==> config.mk <==
export PLATFORM = sky130hd
export DESIGN_NAME = apb_slave_regbank
export DESIGN_NICKNAME = d
export VERILOG_FILES = /design/src/rtl/apb_slave_regbank_pkg.sv /design/src/rtl/apb_regbank_mem.sv /design/src/rtl/apb_slave_regbank.sv
export SDC_FILE = /design/constraint.sdc
export NUM_CORES = 1
export LEC_CHECK = 0
export CORE_AREA = 2 2 249 251
export CTS_CLUSTER_SIZE = 20
export DETAILED_ROUTE_END_ITERATION = 12
export DIE_AREA = 0 0 251 253
export DONT_BUFFER_PORTS = 1
export GPL_ROUTABILITY_DRIVEN = 0
export GPL_TIMING_DRIVEN = 1
export SLEW_MARGIN = 20
export SYNTH_ARGS = -nofsm -noshare
export SYNTH_HDL_FRONTEND = slang
export SYNTH_HIERARCHICAL = 1
export SYNTH_SLANG_ARGS = --single-unit
export TNS_END_PERCENT = 100
==> constraint.sdc <==
create_clock -name PCLK -period 4.6 [get_ports PCLK]
set_input_delay 1.38 -clock PCLK [delete_from_list [all_inputs] [get_ports PCLK]]
set_output_delay 1.38 -clock PCLK [all_outputs]
set_load 0.02 [all_outputs]
==> src/rtl/apb_slave_regbank_pkg.sv <==
// APB register bank shared types: FSM state encoding, lane count, fixed register indices.
// Latency: n/a (types and helpers only).
// Backpressure: n/a.
package apb_pkg;

  // Completer FSM: IDLE waits for SETUP, ACCESS counts wait states until completion
  typedef enum logic {
    IDLE   = 1'b0,
    ACCESS = 1'b1
  } apb_state_e;

  localparam int DATA_WIDTH_DEF = 32;
  localparam int STRB_W         = DATA_WIDTH_DEF / 8;

  // Reg 0 is the read-only ID word, reg 1 mirrors live status from the core
  localparam int ID_REG_IDX     = 0;
  localparam int STATUS_REG_IDX = 1;

  // Byte address to word index; callers zero-extend narrower addresses
  function automatic logic [31:0] word_idx(input logic [31:0] byte_addr);
    return {2'b00, byte_addr[31:2]};
  endfunction

endpackage

==> src/rtl/apb_regbank_mem.sv <==
// Register storage: byte-strobed write port, combinational read mux, flattened view for the core.
// Latency: write lands at the clock edge with wr_en high; reads are combinational.
// Backpressure: none; the caller only asserts wr_en for a committed, legal write.
module apb_regbank_mem
  import apb_pkg::*;
#(
  parameter int                    NUM_REGS   = 16,
  parameter int                    DATA_WIDTH = 32,
  parameter logic [DATA_WIDTH-1:0] ID_VALUE   = 32'hA9B0_0001,
  parameter int                    IDX_W      = $clog2(NUM_REGS)
) (
  input  logic                           PCLK,
  input  logic                           PRESETn,
  input  logic                           wr_en,
  input  logic [IDX_W-1:0]               wr_idx,
  input  logic [DATA_WIDTH-1:0]          wr_data,
  input  logic [DATA_WIDTH/8-1:0]        wr_strb,
  input  logic [DATA_WIDTH-1:0]          status_in,
  input  logic [IDX_W-1:0]               rd_idx,
  output logic [DATA_WIDTH-1:0]          rd_data,
  output logic [NUM_REGS*DATA_WIDTH-1:0] regs_flat
);

  logic [DATA_WIDTH-1:0] words [NUM_REGS];

  for (genvar i = 0; i < NUM_REGS; i++) begin : g_reg
    if (i == ID_REG_IDX) begin : g_id
      assign words[i] = ID_VALUE;
    end else if (i == STATUS_REG_IDX) begin : g_status
      assign words[i] = status_in;
    end else begin : g_rw
      localparam logic [IDX_W-1:0] MY_IDX = IDX_W'(i);
      logic [DATA_WIDTH-1:0] q;

      // Byte-lane update of this word; unstrobed lanes hold their value
      always_ff @(posedge PCLK or negedge PRESETn) begin
        if (!PRESETn) begin
          q <= '0;
        end else if (wr_en && (wr_idx == MY_IDX)) begin
          for (int b = 0; b < DATA_WIDTH/8; b++) begin
            if (wr_strb[b]) q[b*8 +: 8] <= wr_data[b*8 +: 8];
          end
        end
      end

      assign words[i] = q;
    end

    assign regs_flat[i*DATA_WIDTH +: DATA_WIDTH] = words[i];
  end

  // Read mux; out-of-range indices return zero (only reachable for non-power-of-2 banks)
  always_comb begin
    rd_data = '0;
    if (int'(rd_idx) < NUM_REGS) rd_data = words[rd_idx];
  end

endmodule

==> src/rtl/apb_slave_regbank.sv <==
// APB completer register bank with programmable wait states and PSLVERR on illegal accesses.
// Latency: PREADY rises wait_cfg cycles after the first ACCESS cycle (2-cycle transfer at wait_cfg=0).
// Backpressure: PREADY held low while the latched wait count drains; PSEL drop aborts without a write.
module apb_slave_regbank
  import apb_pkg::*;
#(
  parameter int                    ADDR_WIDTH = 8,
  parameter int                    DATA_WIDTH = 32,
  parameter int                    NUM_REGS   = 16,
  parameter logic [DATA_WIDTH-1:0] ID_VALUE   = 32'hA9B0_0001
) (
  input  logic                           PCLK,
  input  logic                           PRESETn,
  input  logic [ADDR_WIDTH-1:0]          PADDR,
  input  logic                           PSEL,
  input  logic                           PENABLE,
  input  logic                           PWRITE,
  input  logic [DATA_WIDTH-1:0]          PWDATA,
  input  logic [DATA_WIDTH/8-1:0]        PSTRB,
  output logic [DATA_WIDTH-1:0]          PRDATA,
  output logic                           PREADY,
  output logic                           PSLVERR,
  input  logic [3:0]                     wait_cfg,
  input  logic [DATA_WIDTH-1:0]          status_in,
  output logic [NUM_REGS*DATA_WIDTH-1:0] regs_out,
  output logic                           wr_pulse,
  output logic [$clog2(NUM_REGS)-1:0]    wr_index
);

  localparam int IDX_W = $clog2(NUM_REGS);
  localparam int LANES = DATA_WIDTH / 8;

  apb_state_e            state_q;
  logic [3:0]            cnt_q;
  logic [ADDR_WIDTH-1:0] addr_q;
  logic                  write_q;
  logic [DATA_WIDTH-1:0] wdata_q;
  logic [LANES-1:0]      strb_q;

  logic [31:0]           idx_full;
  logic [IDX_W-1:0]      idx;
  logic                  err;
  logic                  access_done;
  logic                  proto_err;
  logic                  commit;
  logic [DATA_WIDTH-1:0] rd_data;

  // Decode works only on values latched in SETUP so mid-transfer bus changes are ignored
  assign idx_full = word_idx(32'(addr_q));
  assign idx      = idx_full[IDX_W-1:0];
  assign err      = (idx_full >= NUM_REGS) || (addr_q[1:0] != 2'b00) ||
                    (write_q && ((idx_full == ID_REG_IDX) || (idx_full == STATUS_REG_IDX)));

  // Gating with PRESETn keeps the bus quiet while reset is asserted mid-transfer
  assign access_done = PRESETn && (state_q == ACCESS) && PSEL && PENABLE && (cnt_q == 4'd0);
  assign proto_err   = PRESETn && (state_q == IDLE) && PSEL && PENABLE;
  assign commit      = access_done && write_q && !err;

  assign PREADY  = access_done || proto_err;
  assign PSLVERR = (access_done && err) || proto_err;
  assign PRDATA  = (access_done && !write_q && !err) ? rd_data : '0;

  // Transfer FSM: latch the request in SETUP, drain wait states, complete or abort
  always_ff @(posedge PCLK or negedge PRESETn) begin
    if (!PRESETn) begin
      state_q <= IDLE;
      cnt_q   <= '0;
      addr_q  <= '0;
      write_q <= 1'b0;
      wdata_q <= '0;
      strb_q  <= '0;
    end else begin
      case (state_q)
        IDLE: begin
          if (PSEL && !PENABLE) begin
            state_q <= ACCESS;
            cnt_q   <= wait_cfg;
            addr_q  <= PADDR;
            write_q <= PWRITE;
            wdata_q <= PWDATA;
            strb_q  <= PSTRB;
          end
        end
        ACCESS: begin
          if (!PSEL) begin
            state_q <= IDLE;
          end else if (PENABLE) begin
            if (cnt_q != 4'd0) cnt_q   <= cnt_q - 4'd1;
            else               state_q <= IDLE;
          end
        end
        default: state_q <= IDLE;
      endcase
    end
  end

  // Write notification to the core, one cycle after the commit edge
  always_ff @(posedge PCLK or negedge PRESETn) begin
    if (!PRESETn) begin
      wr_pulse <= 1'b0;
      wr_index <= '0;
    end else begin
      wr_pulse <= commit;
      if (commit) wr_index <= idx;
    end
  end

  apb_regbank_mem #(
    .NUM_REGS   (NUM_REGS),
    .DATA_WIDTH (DATA_WIDTH),
    .ID_VALUE   (ID_VALUE),
    .IDX_W      (IDX_W)
  ) u_mem (
    .PCLK      (PCLK),
    .PRESETn   (PRESETn),
    .wr_en     (commit),
    .wr_idx    (idx),
    .wr_data   (wdata_q),
    .wr_strb   (strb_q),
    .status_in (status_in),
    .rd_idx    (idx),
    .rd_data   (rd_data),
    .regs_flat (regs_out)
  );

endmodule

==> flow_summary.yaml <==
run_status:
  status: "finished with violations"
  violations: "negative setup slack"
setup_path:
  end_kind: "output port"
  crit_required_ns: 3.22
  start_kind: "primary input"
  r2r_slack_ns: 0.98
  crit_path_end: "PRDATA[7]"
  rr_startpoint: "addr_q[4]"
  critPathLaunch: "PRESETn"
  critical_path_arrival_ns: 3.24
  reg2regPathDepth: 8
  path_max_fanout: 505
  r2r-end: "u_mem/g_reg[4].g_rw.q[27]"
  path_class: "in -> out"
synthesis:
  synth_edf_count: 0
  synth-main-ff-cell: "dfrtp_1"
  post-synth-top-count-cell: "dfrtp_1"
  netlist_top_cells_area: "dfrtp_1 (52%), mux2_2 (20%), mux4_2 (8.9%)"
  synth_seq_cells: 503
  seq_area_frac_synth: 0.517
  yosys.area.top_type_share: 0.517
  synthTopCellsByCount: "dfrtp_1 (503), mux2_2 (437), nand2_1 (152), mux4_2 (96), buf_4 (81)"
  post-synth-top-area-cell: "dfrtp_1"
  yosys_warnings: 6
  synthCells: 1694
  synth_area_mm2: 0.0244
  synth_area_per_cell_um2: 14.4
  async_reset_ff_frac: 1.00
  synth_cell_types: 54
clock_network:
  htree_levels: 2
  cts_made_buffers: 55
  clkSinkCount: 503
  cts.path.max_buffers: 3
  ctsHoldBuffers: 0
  root_buffer: "clkbuf_16"
  cts_tree: "yes"
  clkLatencyLatePin_ns: 0.60
  clk_pin_slew_ns: 0.06
final_layout:
  final_util: 0.438
  multi_input_area_mm2: 0.0107
  nFillCells: 5529
  regArea_mm2: 0.0126
  layout.cells.non_filler: 2472
  fin_nets: 1724
  diodes: 0
  syn2layout_area_growth_pct: 9.80
  drive_above_1_share: 0.448
detailed_routing:
  avgViaCountPerCell: 6.13
  vias: 15200
  wl_mm: 82.2
  wl_per_cell_um: 33.2
  drt_iter0_drc: 1201
  ant_nets: 0
  drc: 0
  firstDrtPassIters: 5
timing:
  setup_viol: 12
  finalCritPeriodShare: 1.00
  finalHoldViolCount: 0
  tightest_slew_ns: 1.22
  relSlewSlack: 0.184
  skew_ns: 0.0209
  worst_slack_ns: -0.0196
  fin_tns_setup_ns: -0.110
  fmax_mhz: 216
  drv_slew: 0
  rsz0062_at_grt: "false"
  min_period_ns: 4.62
die:
  initial_core_util: 0.399
  dieArea_mm2: 0.0635
  core_area_mm2: 0.0610
  die_w_um: 251
  die_h_um: 253
  num_rows: 91
  io_pins: 636
place:
  dp_cells: 2369
  dp_hpwl_mm: 54.5
  place_ws_ns: 0.266
  io_buffer_count: 0
power:
  ir_worst_vdd_uv: 251
  power_per_cell_area_mw_per_mm2: 394
  power_mw: 10.5
  p_leak_nw: 12.7
global_route:
  grt_pass1_wl_mm: 116
  grt_overflow: 0
  groute.usage.overall: 0.252
  grt_max_degree: 506
  antenna_found_initial: 2
  grt_pass1_vias: 15500
hold_path:
  min-delay-start: "addr_q[0]"
  holdCritPathClass: "reg -> reg"
job:
  maxCapViolCount: 0
## per-layer routing
metal | track usage | wire, um | up-vias
li1 | - | - | 6014
met1 | 0.311 | 31700 | 8132
met2 | 0.423 | 40400 | 811
met3 | 0.0738 | 7240 | 191
met4 | 0.0850 | 2810 | 4
met5 | 0 | 23 | -
## power by group
part | internal (mW) | switching [mW]
Combinational | 0.388 | 0.591
Clock | 2.85 | 1.84
Sequential | 4.50 | 0.366
Total | 7.74 | 2.80
## logic make-up (layout without fill, tap and decap cells)
logic type,after synthesis,count (layout),share of synthesized area
mux,580,580,0.314
flops,503,503,0.517
simple gates,299,299,0.0838
buf+inv,199,157,0.0498
compound gates,109,109,0.0347
fa+ha+maj,2,2,0.00103
other cells,2,32,0.000308
## stage by stage
step                      hold WS (ns)  area, um^2
final                            0.490       26800
after detailed placement         0.470       24800
after floorplan                  0.440       24500
after CTS                        0.444       26800
after global placement           0.464       24800
after global routing             0.479       26800
## what timing repair did
item                                    4_1_cts  5_1_grt
endpoints found under the setup margin        5        0
resized for setup                             0        0
setup buffers                                 1        0
## cell type report
cell class / instances / share of cell area
multi-input combinational: 1022 / 0.401
inverter: 13 / 0.00182
timing repair buffer: 42 / 0.0169
clock buffer: 79 / 0.0609
clock inverter: 23 / 0.0114
tap: 790 / 0.0369
sequential: 503 / 0.471
## state kept, by name, indices dropped and copies added, names as in the netlist
register        count
wdata_q            32
strb_q              4
u_mem/g.g_rw.q    448
cnt_q               4
wr_pulse            1
write_q             1
addr_q              8
wr_index            4
state_q             1
## critical path, stage by stage
cell     delay, ns
nand3_1       0.20
or4_1         0.59
nor3_4        0.31
buf_12        0.20
and2_1        0.28
## cells in the final DEF (no fill, tap or decap), types with 3 or more instances in the layout
cell	count
o22ai_1	9
clkbuf_8	12
nand2_1	151
nor2b_4	3
inv_1	13
mux2_2	437
conb_1	32
a221o_1	8
dfrtp_1	499
nand3_2	12
buf_4	31
mux2_1	26
clkbuf_16	57
clkinv_2	11
a22oi_1	25
nand4_2	4
buf_12	11
mux2_4	13
nand3_1	3
dfrtp_4	3
a221oi_1	24
bufinv_16	7
and2_1	33
nand3_4	40
mux2i_1	8
clkbuf_1	10
o31ai_1	25
nor2b_1	26
a31oi_1	8
mux4_2	96
clkinvlp_4	3
nor2_1	5
## worst min path at each step
stage,end,slack (ns),cells past startpoint
floorplan,strb_q[0],0.44,2
global placement,addr_q[0],0.46,2
detailed placement,addr_q[0],0.47,2
CTS,strb_q[2],0.44,0
global route,u_mem/g_reg[3].g_rw.q[20],0.48,0
finish,addr_q[0],0.49,2
Note: power is estimated with default switching activity, not from simulation.
